## src/rtl/sprite_line_fetcher_if.sv

```systemverilog
// Pattern-memory read port for the sprite line fetcher.
// One outstanding read at a time; ack carries the read data.
interface sprite_line_fetcher_if #(
  parameter int ADDR_W = 16
);
  logic              mem_req;
  logic [ADDR_W-1:0] mem_addr;
  logic              mem_ack;
  logic [31:0]       mem_rdata;

  modport master (
    output mem_req,
    output mem_addr,
    input  mem_ack,
    input  mem_rdata
  );

  modport slave (
    input  mem_req,
    input  mem_addr,
    output mem_ack,
    output mem_rdata
  );
endinterface

```

## src/rtl/sprite_line_fetcher.sv

```systemverilog
// Fetches one pattern row per sprite during hblank, loads the
// shift registers, then paces per-sprite shift enables by X.
module sprite_line_fetcher #(
  parameter int                ADDR_W       = 16,
  parameter logic [ADDR_W-1:0] PATTERN_BASE = '0
) (
  input  logic                  clk,
  input  logic                  reset,
  input  logic                  hblank_start,
  input  logic                  pixel_tick,
  input  logic [3:0]            sprite_count,
  input  logic [7:0][7:0]       sprite_tile,
  input  logic [7:0][3:0]       sprite_row,
  input  logic [7:0][7:0]       sprite_x,
  sprite_line_fetcher_if.master mem,
  output logic [7:0][31:0]      load_data,
  output logic                  load_sprite,
  output logic [7:0]            enable,
  output logic                  fetch_done,
  output logic                  fetch_overrun
);

  typedef enum logic [2:0] {
    S_IDLE,
    S_FETCH,
    S_WAIT,
    S_LOAD,
    S_ACTIVE
  } state_t;

  state_t            state;
  state_t            state_nx;
  logic [3:0]        n_in;
  logic [3:0]        n_q;
  logic [2:0]        idx;
  logic [7:0][31:0]  staging;
  logic [7:0][7:0]   xcnt;
  logic [7:0][4:0]   rem;
  logic              start;
  logic              last;
  logic              shift;
  logic [ADDR_W-1:0] fetch_addr;

  assign n_in  = (sprite_count > 4'd8) ? 4'd8 : sprite_count;
  assign start = hblank_start &&
                 (state == S_IDLE || state == S_ACTIVE);
  assign last  = ({1'b0, idx} + 4'd1) == n_q;
  assign shift = (state == S_ACTIVE) && pixel_tick &&
                 !hblank_start;

  // tile*16 + row is just {tile,row} since row < 16
  assign fetch_addr = PATTERN_BASE +
    ADDR_W'({sprite_tile[idx], sprite_row[idx]});

  always_ff @(posedge clk) begin
    if (reset) state <= S_IDLE;
    else       state <= state_nx;
  end

  always_comb begin
    state_nx = state;
    unique case (state)
      S_IDLE, S_ACTIVE:
        if (hblank_start)
          state_nx = (n_in == 4'd0) ? S_LOAD : S_FETCH;
      S_FETCH:
        state_nx = S_WAIT;
      S_WAIT:
        if (mem.mem_ack)
          state_nx = last ? S_LOAD : S_FETCH;
      S_LOAD:
        state_nx = S_ACTIVE;
      default:
        state_nx = S_IDLE;
    endcase
  end

  always_comb begin
    enable = '0;
    if (shift) begin
      for (int i = 0; i < 8; i++)
        enable[i] = (xcnt[i] == 8'd0) && (rem[i] != 5'd0);
    end
  end

  always_ff @(posedge clk) begin
    if (reset) begin
      n_q           <= '0;
      idx           <= '0;
      staging       <= '0;
      load_data     <= '0;
      load_sprite   <= 1'b0;
      fetch_done    <= 1'b0;
      fetch_overrun <= 1'b0;
      mem.mem_req   <= 1'b0;
      mem.mem_addr  <= '0;
      xcnt          <= '0;
      rem           <= '0;
    end else begin
      load_sprite <= (state == S_LOAD);
      fetch_done  <= (state == S_LOAD);
      if (hblank_start && !start)
        fetch_overrun <= 1'b1;
      if (start) begin
        n_q     <= n_in;
        idx     <= '0;
        staging <= '0;
      end
      if (state == S_FETCH) begin
        mem.mem_req  <= 1'b1;
        mem.mem_addr <= fetch_addr;
      end
      // req drops after ack so a FETCH cycle always separates reads
      if (state == S_WAIT && mem.mem_ack) begin
        mem.mem_req  <= 1'b0;
        staging[idx] <= mem.mem_rdata;
        idx          <= idx + 3'd1;
      end
      if (state == S_LOAD) begin
        load_data <= staging;
        for (int i = 0; i < 8; i++) begin
          xcnt[i] <= sprite_x[i];
          rem[i]  <= (i < int'(n_q)) ? 5'd16 : 5'd0;
        end
      end
      if (shift) begin
        for (int i = 0; i < 8; i++) begin
          if (xcnt[i] != 8'd0)
            xcnt[i] <= xcnt[i] - 8'd1;
          else if (rem[i] != 5'd0)
            rem[i] <= rem[i] - 5'd1;
        end
      end
    end
  end

endmodule

```

## src/flat_wrapper.sv

```systemverilog
// flat-port wrapper written by rule: the top's interface ports become plain ports
module sprite_line_fetcher_flat 
#(
  parameter int                ADDR_W       = 16,
  parameter logic [ADDR_W-1:0] PATTERN_BASE = '0
)
  (clk, reset, hblank_start, pixel_tick, sprite_count, sprite_tile, sprite_row, sprite_x, load_data, load_sprite, enable, fetch_done, fetch_overrun, mem_mem_req, mem_mem_addr, mem_mem_ack, mem_mem_rdata);
  sprite_line_fetcher_if #(.ADDR_W(ADDR_W)) mem_i ();
  input  logic clk;
  input  logic reset;
  input  logic hblank_start;
  input  logic pixel_tick;
  input  logic [3:0] sprite_count;
  input  logic [7:0][7:0] sprite_tile;
  input  logic [7:0][3:0] sprite_row;
  input  logic [7:0][7:0] sprite_x;
  output logic [7:0][31:0] load_data;
  output logic load_sprite;
  output logic [7:0] enable;
  output logic fetch_done;
  output logic fetch_overrun;
  output wire logic [$bits(mem_i.mem_req)-1:0] mem_mem_req;
  output wire logic [$bits(mem_i.mem_addr)-1:0] mem_mem_addr;
  input wire logic [$bits(mem_i.mem_ack)-1:0] mem_mem_ack;
  input wire logic [$bits(mem_i.mem_rdata)-1:0] mem_mem_rdata;
  assign mem_mem_req = mem_i.mem_req;
  assign mem_mem_addr = mem_i.mem_addr;
  assign mem_i.mem_ack = mem_mem_ack;
  assign mem_i.mem_rdata = mem_mem_rdata;
  sprite_line_fetcher #(.ADDR_W(ADDR_W), .PATTERN_BASE(PATTERN_BASE)) u_core (.clk(clk), .reset(reset), .hblank_start(hblank_start), .pixel_tick(pixel_tick), .sprite_count(sprite_count), .sprite_tile(sprite_tile), .sprite_row(sprite_row), .sprite_x(sprite_x), .mem(mem_i), .load_data(load_data), .load_sprite(load_sprite), .enable(enable), .fetch_done(fetch_done), .fetch_overrun(fetch_overrun));
endmodule
```

## config.mk

```make
export PLATFORM = sky130hd
export DESIGN_NAME = sprite_line_fetcher_flat
export DESIGN_NICKNAME = d
export VERILOG_FILES = /design/src/rtl/sprite_line_fetcher_if.sv /design/src/rtl/sprite_line_fetcher.sv /design/src/flat_wrapper.sv
export SDC_FILE = /design/constraint.sdc
export NUM_CORES = 1
export LEC_CHECK = 0
export CORE_UTILIZATION = 52
export DETAILED_ROUTE_END_ITERATION = 10
export PLACE_DENSITY_LB_ADDON = 0.15
export SYNTH_ARGS = -nofsm -noshare
export SYNTH_HDL_FRONTEND = slang
export SYNTH_SLANG_ARGS = --single-unit
```

## constraint.sdc

```tcl
create_clock -name clk -period 2.39 [get_ports clk]
set_clock_uncertainty 0.15 [all_clocks]
set_input_delay 0.478 -clock clk [delete_from_list [all_inputs] [get_ports clk]]
set_output_delay 0.478 -clock clk [all_outputs]
set_load 0.05 [all_outputs]
```

==> results.py, run 1 <==
metrics = {
    "status": {
        "outcome": "complete, but fails checks",
        "violations": "negative setup slack",
    },
    "final_layout": {
        "drive_gt1_frac": 0.130,
        "area_growth_syn_to_layout_pct": 34.7,
        "fill_cells": 3873,
        "fin_util": 0.714,
        "finalNetCount": 3949,
        "design_area_um2": 35100,
        "layout_common_cells": "nand2_1, dfxtp_1, a21oi_1",
        "final_cells": 4445,
        "mostFrequentLayoutCell": "nand2_1",
    },
    "route": {
        "drc": 0,
        "post_drt_wl_per_cell_um": 21.3,
        "detail_route.iter0.violations": 2901,
        "routed_wl_um": 94600,
        "vias_per_cell": 5.98,
        "drtAntennaViolNets": 0,
        "drtPass1Iterations": 7,
        "vias": 26561,
    },
    "floorplanning": {
        "dieArea_um2": 51000,
        "core_um2": 49200,
        "io-pin-count": 485,
        "rows": 81,
        "die_w_um": 226,
        "initial_core_util": 0.530,
        "fp.dieH_um": 226,
    },
    "setup_path": {
        "crit_family": "simple AND/OR/NAND/NOR gates",
        "worst-setup-path-type": "reg2out",
        "crit_fanout": 4,
        "path_buf_inv": 2,
        "startpoint_type": "flip-flop",
        "cp_cell_sequence": "nor4b_4, buf_4, nand4_1, nor2_4, buf_12",
        "end_kind": "output pin",
        "worstRegToRegCells": 19,
        "worst_path_largest_cell_delay_ps": 350,
        "path_depth": 5,
        "crit_slowest_cell": "dfxtp_2",
        "crit_arrival_ps": 2050,
        "crit_required_ps": 1760,
    },
    "logic_synthesis": {
        "synthAdderAreaFrac": 0.00817,
        "synth_xor_area_frac": 0.00437,
        "syn_area_per_cell_um2": 8.00,
        "synthSimpleGateAreaFrac": 0.231,
        "ys.flop_type": "dfxtp_1",
        "syn_area_um2": 26000,
        "synthMuxAreaShare": 0.0175,
        "synth_top_family_by_area": "simple AND/OR/NAND/NOR gates",
        "yosysTopAreaCell": "dfxtp_1",
        "synth-edff-count": 0,
        "synth_top_area_frac": 0.493,
        "ys_top_cells_by_area": "dfxtp_1, nand2_1, a21oi_1, nand3_1, clkbuf_1",
        "synthCells": 3254,
        "yosys_warnings": 0,
        "ys_seq_area_frac": 0.493,
        "synth_seq_cells": 641,
        "synth_cell_types": 81,
        "async_reset_ff_frac": 0,
        "synth_compound_area_frac": 0.191,
    },
    "placed_design": {
        "detailed_place_hpwl_um": 61700,
        "dp.cells": 4268,
        "io_buffers": 480,
        "gp_congestion": 0.952,
        "dpl-instance-area_um2": 32300,
        "dp_worst_setup_slack_ps": -300,
    },
    "global_routing": {
        "overflow": 0,
        "grt_pass1_wl_um": 142000,
        "grt_pass1_vias": 24797,
        "grt_use_total": 0.360,
        "grt_max_degree": 186,
        "antenna_found_initial": 4,
    },
    "timing": {
        "slew_headroom": 0.466,
        "fin_crit_sh": 1.12,
        "whs_ps": 100,
        "worstMarginPinSlew_ps": 800,
        "layout_min_cycle_time_ps": 2680,
        "drv_slew": 0,
        "setup_slack_ps": -288,
        "fin_setup_tns_ps": -1770,
        "finalSetupViolCount": 9,
        "rsz0062_at_grt": "true",
        "clock.fmax_mhz": 373,
        "hold_viol_final": 0,
    },
    "clock_tree": {
        "htreeDepth": 3,
        "cts-buffers-inserted": 66,
        "cts_tree": "built",
        "cts.sink_count": 641,
        "path_clk_slew_ps": 60,
        "root_buffer": "clkbuf_16",
        "worstSkewPairLatency_ps": 610,
        "clockBufferDepth": 3,
    },
    "power_and_ir_drop": {
        "power_mw": 22.4,
        "power.density_nw_per_um2": 638,
        "max-vdd-ir-drop_mv": 0.527,
        "power.leakage_nw": 13.6,
    },
    "min_path": {
        "hold-path-cell-count": 2,
        "hp-class": "in2reg",
    },
    "run": {
        "drv_cap": 0,
    },
}
-- report_power, final --
part / switching (mW) / leakage [nW] / total, mW / internal, mW
Sequential: 0.0491 / 5.18 / 10.8 / 10.7
Combinational: 0.975 / 7.43 / 1.59 / 0.612
Clock: 4.34 / 1.02 / 10.0 / 5.70
Total: 5.36 / 13.6 / 22.4 / 17.0
-- final cells by class --
type	count	area, um^2	share of cell area
Sequential cell	641	12900	0.367
Multi-Input combinational cell	2267	12200	0.348
Timing Repair Buffer	706	6880	0.196
Clock buffer	91	1860	0.0530
Tap cell	664	831	0.0237
Clock inverter	25	230	0.00656
Inverter	49	189	0.00538
Antenna cell	2	5.00	0.000143
-- registers in the layout, indices dropped and copies added (netlist names) --
| name | cells |
|---|---|
| u_core.load_data | 256 |
| u_core.load_sprite | 1 |
| u_core.n_q | 4 |
| u_core.staging | 256 |
| u_core.rem | 40 |
| u_core.idx | 3 |
| u_core.mem.mem_req | 1 |
| u_core.xcnt | 64 |
| u_core.fetch_overrun | 1 |
| u_core.state | 3 |
| u_core.mem.mem_addr | 12 |
-- Yosys cell counts, types with 6 or more instances --
cell / number
buf_2: 37
mux2i_1: 22
ha_1: 17
clkbuf_1: 213
nand3_1: 299
nor2_1: 53
a31o_2: 6
a21oi_1: 581
or4_1: 26
a221oi_1: 27
o2111ai_1: 12
dfxtp_1: 641
o22ai_1: 8
a211o_1: 20
nor2b_1: 9
nor3b_1: 6
a2bb2oi_1: 8
or3_1: 18
nand4_2: 6
mux2_2: 17
a32oi_1: 9
clkbuf_2: 32
a31oi_1: 23
o31ai_1: 13
buf_4: 6
o21ai_0: 31
nand2b_1: 21
and3_1: 6
a211oi_1: 7
inv_1: 47
o211ai_1: 26
o41ai_1: 10
nand2_1: 825
nor4_1: 10
buf_1: 11
a311oi_1: 7
a22oi_1: 9
or3b_2: 8
xnor2_1: 11
a221o_1: 6
nor3_1: 31
-- routing by layer --
metal	vias up	GRT usage	share of wire
met3	261	0.0583	0.084
met2	1316	0.561	0.45
met1	12764	0.479	0.41
met5	-	0	0.00012
met4	2	0.188	0.054
li1	12218	-	-
-- worst paths after layout --
check	slack, ps	from	to
worst max-delay path	-290	u_core.state[0]	enable[6]
worst max register to register	-170	u_core.xcnt[33]	u_core.xcnt[35]
worst min-delay path	100	reset	u_core.rem[6]
worst min register to register	300	u_core.load_data[74]	u_core.load_data[74]
-- logic make-up (layout without fill, tap and decap cells) --
group / count (synthesis) / in the layout
AO/OA/AOI/OAI: 842 / 842
XOR/XNOR: 13 / 13
adder cells (fa/ha/maj): 17 / 17
buffers and inverters: 349 / 871
flip-flops: 641 / 641
multiplexers: 41 / 41
other: 1 / 6
AND/OR/NAND/NOR: 1350 / 1350
-- repair_timing --
action	in CTS	in global routing
pin swaps	31	11
hold endpoints to repair	0	0
setup endpoints to repair	223	58
hold buffers	0	0
setup buffers	50	9
resized for setup	312	56
Power figures use the tool's default switching activity.
==> inputs of run 2 (changes only) <==
--- a/config.mk
+++ b/config.mk
@@ -8,6 +8,7 @@
 export CORE_UTILIZATION = 52
 export DETAILED_ROUTE_END_ITERATION = 10
 export PLACE_DENSITY_LB_ADDON = 0.15
+export SETUP_SLACK_MARGIN = 0.4
 export SYNTH_ARGS = -nofsm -noshare
 export SYNTH_HDL_FRONTEND = slang
 export SYNTH_SLANG_ARGS = --single-unit
==> results.py, run 2 (same netlist as run 1, synthesis figures left out) <==
metrics = {
    "status": {
        "outcome": "complete, but fails checks",
        "violations": "negative setup slack",
    },
    "timing": {
        "fin_crit_sh": 1.14,
        "setup_slack_ps": -328,
        "rsz0062_at_grt": "true",
        "slew_headroom": 0.499,
        "finalSetupViolCount": 8,
        "whs_ps": 73.5,
        "clock.fmax_mhz": 368,
        "hold_viol_final": 0,
        "drv_slew": 0,
        "worstMarginPinSlew_ps": 751,
        "fin_setup_tns_ps": -1840,
        "layout_min_cycle_time_ps": 2720,
    },
    "setup_path": {
        "crit_fanout": 2,
        "crit_arrival_ps": 2090,
        "crit_required_ps": 1760,
        "worstRegToRegCells": 12,
        "startpoint_type": "flip-flop",
        "rr_endpoint": "u_core.xcnt[33]",
        "r2r_start": "u_core.xcnt[32]",
        "end_kind": "output pin",
        "worst-setup-path-type": "reg2out",
        "reg2reg_slack_ps": 70,
        "critPathLaunch": "u_core.xcnt[48]",
    },
    "power_and_ir_drop": {
        "p_sw_frac": 0.240,
        "seqPwrFrac": 0.473,
        "p_sw_mw": 5.48,
        "combPwrFrac": 0.075,
        "power.leakage_nw": 12.7,
        "max-vdd-ir-drop_mv": 0.516,
        "power_mw": 22.8,
        "internal_power_mw": 17.3,
        "power.density_nw_per_um2": 630,
        "p_clk_frac": 0.453,
    },
    "floorplanning": {
        "fp.dieH_um": 226,
        "dieArea_um2": 51000,
        "die_w_um": 226,
        "io-pin-count": 485,
        "initial_core_util": 0.530,
        "core_um2": 49200,
        "rows": 81,
    },
    "final_layout": {
        "drive_gt1_frac": 0.230,
        "final_cells": 4482,
        "mostFrequentLayoutCell": "nand2_1",
        "layout_common_cells": "nand2_1, dfxtp_1, a21oi_1",
        "finalNetCount": 3983,
        "fill_cells": 3602,
        "area_growth_syn_to_layout_pct": 39.1,
        "largest_registers": "u_core.load_data: 256 flops, u_core.staging: 256 flops, u_core.xcnt: 64 flops",
    },
    "clock_tree": {
        "path_clk_slew_ps": 70,
        "cts-buffers-inserted": 67,
        "cts_tree": "built",
        "root_buffer": "clkbuf_16",
        "cts.hold.buffers_added": 0,
        "clockBufferDepth": 3,
        "worstSkewPairLatency_ps": 620,
        "htreeDepth": 3,
        "cts.sink_count": 641,
    },
    "min_path": {
        "hp-start": "reset",
        "min_to": "u_core.xcnt[8]",
        "hold-path-cell-count": 2,
        "hp-class": "in2reg",
    },
    "global_routing": {
        "overflow": 0,
        "grt_max_degree": 156,
        "antenna_found_initial": 4,
        "grt_pass1_wl_um": 139000,
        "grt_pass1_vias": 24795,
        "grt_use_total": 0.351,
    },
    "route": {
        "routed_wl_um": 97900,
        "detail_route.iter0.violations": 3206,
        "drc": 0,
        "vias_per_cell": 6.03,
        "drtAntennaViolNets": 0,
        "drtPass1Iterations": 8,
        "vias": 27010,
        "post_drt_wl_per_cell_um": 21.8,
    },
    "placed_design": {
        "detailed_place_hpwl_um": 59800,
        "dp.cells": 4271,
        "gp_congestion": 0.890,
        "io_buffers": 480,
    },
    "run": {
        "drv_cap": 0,
    },
}
run 2: worst max-delay path by stage:
stage                     cells past startpoint              to  slack, ps
after global placement                        5  u_core.xcnt[4]       -340
after CTS                                     7       enable[6]       -310
after floorplan                               5       enable[6]        250
after global routing                          7       enable[6]       -360
final                                         7       enable[6]       -330
after detailed placement                      5  u_core.xcnt[2]       -370
run 2: repair_timing:
action | 4_1_cts | 5_1_grt
resized for setup | 1132 | 217
buffers inserted | 31 | 42
pin swaps | 42 | 83
cloned | 2 | 14
setup endpoints to repair | 476 | 548
run 2: per-layer routing:
layer,wire (um),global-route usage
met5,94,0.0137
met4,5500,0.192
met2,45300,0.554
met3,8560,0.0619
met1,38500,0.456
run 2: layout make-up:
cell class,count,area [um^2],area share
Sequential cell,641,12900,0.356
Clock buffer,98,1950,0.0539
Clock inverter,18,190,0.00525
Tap cell,664,831,0.0229
Inverter,49,189,0.00522
Timing Repair Buffer,737,7320,0.202
Antenna cell,6,15.0,0.000415
Multi-Input combinational cell,2269,12800,0.354
run 2: metrics by stage:
step                      cell area (um^2)  utilization  setup WS [ps]
final                                36200        0.737           -328
after global routing                 36200        0.737           -357
after CTS                            35000        0.712           -308
after detailed placement             32600        0.662           -370
after global placement               32600        0.662           -335
after floorplan                      26200            -            250
run 2: critical path: stages, from the launching register on:
cell and delay, ps:
dfxtp_4 350, inv_4 50, ha_4 130, nor4b_4 200, buf_4 180, nand4_1 200
nor2_4 210, buf_12 160
run 2: power groups by stage:
stage	Combinational (mW)	Sequential, mW	Clock, mW
4_1_cts	1.57	10.8	10.4
3_3_place_gp	1.52	11.0	0
6_report	1.71	10.8	10.3
5_1_grt	1.76	10.8	10.8
3_5_place_dp	1.54	11.0	0
2_1_floorplan	0.653	11.1	0
